## config.mk

```make
export PLATFORM = sky130hd
export DESIGN_NAME = rom_burst_reader
export DESIGN_NICKNAME = d
export VERILOG_FILES = /design/src/rtl/rom_burst_reader.sv
export SDC_FILE = /design/constraint.sdc
export NUM_CORES = 1
export LEC_CHECK = 0
export BUFFER_PORTS_ARGS = -buffer_cell sky130_fd_sc_hd__buf_2
export CAP_MARGIN = 25
export CORE_UTILIZATION = 31
export DETAILED_ROUTE_END_ITERATION = 12
export PLACE_DENSITY = 0.54
export REMOVE_ABC_BUFFERS = 1
export SLEW_MARGIN = 5
export SYNTH_ARGS = -nofsm -noshare
export SYNTH_HDL_FRONTEND = slang
export SYNTH_SLANG_ARGS = --single-unit
```

## constraint.sdc

```tcl
create_clock -name clk -period 3.1 [get_ports clk]
set_input_delay 0.31 -clock clk [delete_from_list [all_inputs] [get_ports clk]]
set_output_delay 0.31 -clock clk [all_outputs]
set_load 0.01 [all_outputs]
```

## src/rtl/rom_burst_reader.sv

```systemverilog
// Burst read sequencer for a synchronous ROM: issues addresses, absorbs the
// 1-cycle read latency and streams words through a 2-entry buffer. Optional csum via ROM_BURST_CHECKSUM_EN.
module rom_burst_reader #(
  parameter int WIDTH = 32,
  parameter int DEPTH = 8
) (
  input  logic             clk,
  input  logic             rst,
  input  logic             start,
  input  logic [DEPTH-1:0] base_addr,
  input  logic [DEPTH:0]   length,
  output logic             busy,
  output logic             done,
  output logic [DEPTH-1:0] rom_addr,
  output logic             rom_re,
  input  logic [WIDTH-1:0] rom_data,
  output logic [WIDTH-1:0] m_data,
  output logic             m_valid,
  input  logic             m_ready,
  output logic             m_last,
`ifdef ROM_BURST_CHECKSUM_EN
  output logic [WIDTH-1:0] csum,
`endif
  output logic [1:0]       dbg_state
);

  // Handshake: a word transfers on every edge where m_valid && m_ready; while
  // m_valid && !m_ready, m_data and m_last are held unchanged.
  typedef enum logic [1:0] {
    IDLE  = 2'd0,
    READ  = 2'd1,
    DRAIN = 2'd2
  } state_t;

  localparam logic [DEPTH:0] REMAIN_ONE = 1;

  state_t           state_q, state_d;
  logic [DEPTH-1:0] addr_q, addr_d;
  logic [DEPTH:0]   remain_q, remain_d;
  logic             inflight_q, inflight_d;
  logic             inflight_last_q, inflight_last_d;
  logic             done_q, done_d;
  logic [WIDTH-1:0] buf_data_q [2];
  logic [WIDTH-1:0] buf_data_d [2];
  logic             buf_last_q [2];
  logic             buf_last_d [2];
  logic             rd_ptr_q, rd_ptr_d;
  logic             wr_ptr_q, wr_ptr_d;
  logic [1:0]       cnt_q, cnt_d;

  logic             pop;
  logic             push;
  logic             start_accept;
  logic [2:0]       occ;

  assign pop          = (cnt_q != 2'd0) && m_ready;
  assign push         = inflight_q;
  assign start_accept = (state_q == IDLE) && start;
  // Words already committed to the buffer after this cycle's pop.
  assign occ          = {1'b0, cnt_q} + {2'b00, inflight_q} - {2'b00, pop};

  always_comb begin
    state_d         = state_q;
    addr_d          = addr_q;
    remain_d        = remain_q;
    done_d          = 1'b0;
    rom_re          = 1'b0;
    buf_data_d      = buf_data_q;
    buf_last_d      = buf_last_q;
    rd_ptr_d        = rd_ptr_q;
    wr_ptr_d        = wr_ptr_q;

    case (state_q)
      IDLE: begin
        if (start_accept) begin
          if (length != '0) begin
            addr_d   = base_addr;
            remain_d = length;
            state_d  = READ;
          end else begin
            done_d = 1'b1;
          end
        end
      end
      READ: begin
        if ((remain_q != '0) && (occ < 3'd2)) begin
          rom_re   = 1'b1;
          addr_d   = addr_q + 1'b1;
          remain_d = remain_q - 1'b1;
          if (remain_q == REMAIN_ONE) state_d = DRAIN;
        end
      end
      DRAIN: begin
        if (pop && buf_last_q[rd_ptr_q]) begin
          state_d = IDLE;
          done_d  = 1'b1;
        end
      end
      default: state_d = IDLE;
    endcase

    inflight_d      = rom_re;
    inflight_last_d = rom_re && (remain_q == REMAIN_ONE);

    if (push) begin
      buf_data_d[wr_ptr_q] = rom_data;
      buf_last_d[wr_ptr_q] = inflight_last_q;
      wr_ptr_d             = ~wr_ptr_q;
    end
    if (pop) rd_ptr_d = ~rd_ptr_q;
    cnt_d = cnt_q + {1'b0, push} - {1'b0, pop};
  end

  always_ff @(posedge clk) begin
    if (rst) begin
      state_q         <= IDLE;
      addr_q          <= '0;
      remain_q        <= '0;
      inflight_q      <= 1'b0;
      inflight_last_q <= 1'b0;
      done_q          <= 1'b0;
      buf_data_q[0]   <= '0;
      buf_data_q[1]   <= '0;
      buf_last_q[0]   <= 1'b0;
      buf_last_q[1]   <= 1'b0;
      rd_ptr_q        <= 1'b0;
      wr_ptr_q        <= 1'b0;
      cnt_q           <= 2'd0;
    end else begin
      state_q         <= state_d;
      addr_q          <= addr_d;
      remain_q        <= remain_d;
      inflight_q      <= inflight_d;
      inflight_last_q <= inflight_last_d;
      done_q          <= done_d;
      buf_data_q      <= buf_data_d;
      buf_last_q      <= buf_last_d;
      rd_ptr_q        <= rd_ptr_d;
      wr_ptr_q        <= wr_ptr_d;
      cnt_q           <= cnt_d;
    end
  end

  assign busy      = (state_q != IDLE);
  assign done      = done_q;
  assign rom_addr  = addr_q;
  assign m_valid   = (cnt_q != 2'd0);
  assign m_data    = buf_data_q[rd_ptr_q];
  assign m_last    = m_valid && buf_last_q[rd_ptr_q];
  assign dbg_state = state_q;

`ifdef ROM_BURST_CHECKSUM_EN
  logic [WIDTH-1:0] csum_q, csum_d;

  always_comb begin
    csum_d = csum_q;
    if (pop) csum_d = csum_q ^ m_data;
    if (start_accept) csum_d = '0;
  end

  always_ff @(posedge clk) begin
    if (rst) csum_q <= '0;
    else     csum_q <= csum_d;
  end

  assign csum = csum_q;
`endif

endmodule
```

==> impl_metrics.csv <==
group,metric,value,unit
logic_synthesis,synth.distinct_cells,56,
logic_synthesis,async_flop_share,0,
timing,period_share,0.9281,
critical_path,worst_path_max_delay_cell,"fa_1",
placement,place_congestion,0.8580,
critical_path,r2r-end,"rom_addr[0]$_SDFFE_PP0P_",
final_layout,instances_no_fill,779,
critical_path,cp_data_required_time,2.79,ns
critical_path,rr_worst_depth,12,
cts,numCtsBuffers,9,
cts,tritoncts,"yes",
power_and_ir_drop,combPwrFrac,0.287,
logic_synthesis,postSynthAreaPerCell,8.171,um2
worst_hold_path,min_from,"rom_data[16]",
critical_path,r2r_start,"cnt_q[1]$_SDFF_PP0_",
timing,layout_min_cycle_time,2.877,ns
logic_synthesis,ys_seq_area_frac,0.4394,
placement,portBuffers,99,
logic_synthesis,synth_warnings,0,
final_layout,multi_input_area,2111,um2
final_layout,ff_latch_area,1843,um2
global_route,overflow,0,
detailed_routing,drcViolationCount,0,
final_layout,drive_above_1_share,0.2819,
final_layout,nFillCells,1381,
critical_path,arrival,2.57,ns
timing,relSlewSlack,0.3786,
logic_synthesis,netlist_area,4192,um2
detailed_routing,wirelength,10.96,mm
floorplan,dieHeight,118.3,um
power_and_ir_drop,ir_drop,0.2528,mV
run_status,status,"complete, no violations",
floorplan,start_util,0.3178,
final_layout,final_core_util,0.3888,
critical_path,cp_max_fo,4,
critical_path,critPathLaunchType,"flip-flop",
floorplan,rows,42,
timing,clock_skew,0.006861,ns
power_and_ir_drop,intPower,2.538,mW
detailed_routing,via_per_inst,4.932,
final_layout,diodes,0,
floorplan,io_pins,100,
cts,cts_root_buf,"clkbuf_16",
cts,path_clk_slew,0.06,ns
worst_hold_path,holdPathEnd,"buf_data_q[16]$_SDFFE_PP0P_",
power_and_ir_drop,cellPowerDensity,735.4,nW/um2
critical_path,critPathCaptureType,"output pin",
cts,numClockSinks,92,
power_and_ir_drop,pwr-share-clk,0.310,
power_and_ir_drop,power_frac_seq,0.403,
floorplan,die_w,118.3,um
logic_synthesis,synth_commonest_cells,"nand2_1, dfxtp_1, a21oi_1",
placement,dp_cells,761,
timing,worstMarginPinSlew,0.9321,ns
logic_synthesis,yosysTopAreaCell,"dfxtp_1",
timing,slew_violations,0,
critical_path,path_buf_inv,3,
power_and_ir_drop,p_sw_frac,0.3270,
critical_path,r2r_slack,0.28,ns
critical_path,path_delay_family,"adder cells",
logic_synthesis,yosys-top-cells-area,"dfxtp_1, nand2_1, a21oi_1, mux2_2, clkbuf_1",
global_route,grt_pass1_wl,17.66,mm
final_layout,synthToLayoutAreaGrowth,22.36,%
detailed_routing,drtAntennaViolNets,0,
detailed_routing,via_count,3842,
logic_synthesis,synth_top_area_share,0.4394,
cts,cts_resized,0,
cts,htree_levels,3,
job,maxCapViolations,0,
final_layout,fin_area,5129,um2
power_and_ir_drop,switching_power,1.233,mW
global_route,track_usage,0.1596,
timing,tns,0,ns
worst_hold_path,min_path_type,"in -> reg",
global_route,antenna_found_initial,0,
detailed_routing,dr.pass1.iters,5,
global_route,grt_pass1_vias,3643,
final_layout,nets,658,
timing,finalHoldViolCount,0,
floorplan,core_area,13190,um2
global_route,grt_max_degree,66,
power_and_ir_drop,p_leak,2.070,nW
critical_path,critical_path_class,"reg -> out",
placement,dpl.hpwl,7.026,mm
logic_synthesis,synth_most_common_cell,"nand2_1",
timing,fmax,347.6,MHz
cts,cts_buffer_depth,2,
placement,postPlaceCellArea,4795,um2
timing,whs,0.2155,ns
timing,setup_viol,0,
critical_path,crit_chain,"o21ai_0 -> inv_1 -> ha_1 -> inv_1 -> ha_1 -> fa_1 -> xor2_1 -> nand3_2 -> nor2_1 -> buf_2",
detailed_routing,wl_per_cell,14.06,um
critical_path,slowest_delay,0.38,ns
floorplan,die-area,13990,um2
detailed_routing,drtIter0Drc,227,
worst_hold_path,min_path_cells,3,
timing,rsz0062_at_grt,"no",
logic_synthesis,synth-seq-cells,92,
cts,clk_latency,0.34,ns
logic_synthesis,syn_inst,513,
logic_synthesis,synth_ff_type,"dfxtp_1",
logic_synthesis,synth_edf_count,0,
[registers in the layout, summed over array words and instances, names as in the netlist]
name and count:
rom_addr 8, cnt_q 2, buf_data_q 64, done 1, wr_ptr_q 1, buf_last_q 2, dbg_state 2, rd_ptr_q 1
inflight_last_q 1, inflight_q 1, remain_q 9
[layer usage]
| metal | wire, um | GRT usage | vias up |
|---|---|---|---|
| li1 | - | - | 1905 |
| met3 | 532 | 0.02992 | 11 |
| met4 | 168 | 0.06250 | 0 |
| met5 | 0 | 0 | - |
| met2 | 5203 | 0.2728 | 120 |
| met1 | 5051 | 0.1971 | 1806 |
[per-stage QoR]
step           worst slack (ns)  power, mW
2_1_floorplan            0.2172      2.203
6_report                 0.2227      3.771
3_3_place_gp             0.3460      2.589
5_1_grt                 0.01270      4.001
3_5_place_dp             0.2241      2.619
4_1_cts                  0.2048      3.809
[layout by cell type (no fill, tap or decap), drive strengths merged, types with 3 or more instances in the layout]
master    n
a211oi    4
a21oi    85
a221oi    3
and4      3
buf     109
clkbuf   12
dfxtp    92
ha        6
inv      14
mux2     32
nand2   159
nand2b    4
nand3     7
nor2     11
nor3     10
o21ai    13
xnor2     3
[worst min-delay path: stages]
cell	delay, ns
buf_2	0.11
nand2_1	0.05
a21oi_1	0.05
[power by group through the flow]
stage	sequential (mW)	combinational, mW	clock [mW]
after floorplan	1.50	0.701	0
after global placement	1.54	1.05	0
after detailed placement	1.55	1.07	0
after CTS	1.52	1.08	1.21
after global routing	1.55	1.20	1.25
final	1.52	1.08	1.17
[kinds of logic (layout without fill, tap and decap cells)]
kind of cell | count (synthesis) | in the layout | synth area share
xor gates and xnor gates | 5 | 5 | 0.01045
muxes | 33 | 33 | 0.08836
buffers and inverters | 49 | 139 | 0.05761
AOI/OAI and AO/OA | 122 | 122 | 0.1749
DFF | 92 | 92 | 0.4394
adders and majority gates | 7 | 7 | 0.02269
and+or+nand+nor | 205 | 205 | 0.2066
[what timing repair did]
item | CTS | global route
endpoints found under the setup margin | 0 | 1
hold buffers | 0 | 0
buffers inserted | 0 | 2
[area by class of cell]
| type | count | share of cell area |
|---|---|---|
| clock buffer | 12 | 0.04806 |
| inverter | 14 | 0.01025 |
| clock inverter | 4 | 0.01415 |
| sequential | 92 | 0.3594 |
| multi-input combinational | 372 | 0.4116 |
| timing repair buffer | 109 | 0.1137 |
| tap | 176 | 0.04294 |
[how the worst max path moves through the flow]
stage	start	slack [ns]	endpoint	cells past startpoint
2_1_floorplan	cnt_q[1]$_SDFF_PP0_	0.22	remain_q[2]$_SDFFE_PP0P_	11
3_3_place_gp	cnt_q[1]$_SDFF_PP0_	0.35	rom_addr[0]$_SDFFE_PP0P_	12
3_5_place_dp	cnt_q[1]$_SDFF_PP0_	0.22	rom_addr[0]$_SDFFE_PP0P_	12
4_1_cts	cnt_q[1]$_SDFF_PP0_	0.20	rom_re	10
5_1_grt	cnt_q[1]$_SDFF_PP0_	0.01	rom_addr[0]$_SDFFE_PP0P_	12
6_report	cnt_q[1]$_SDFF_PP0_	0.22	rom_re	10
No activity file was read; power rests on OpenSTA's default activity.
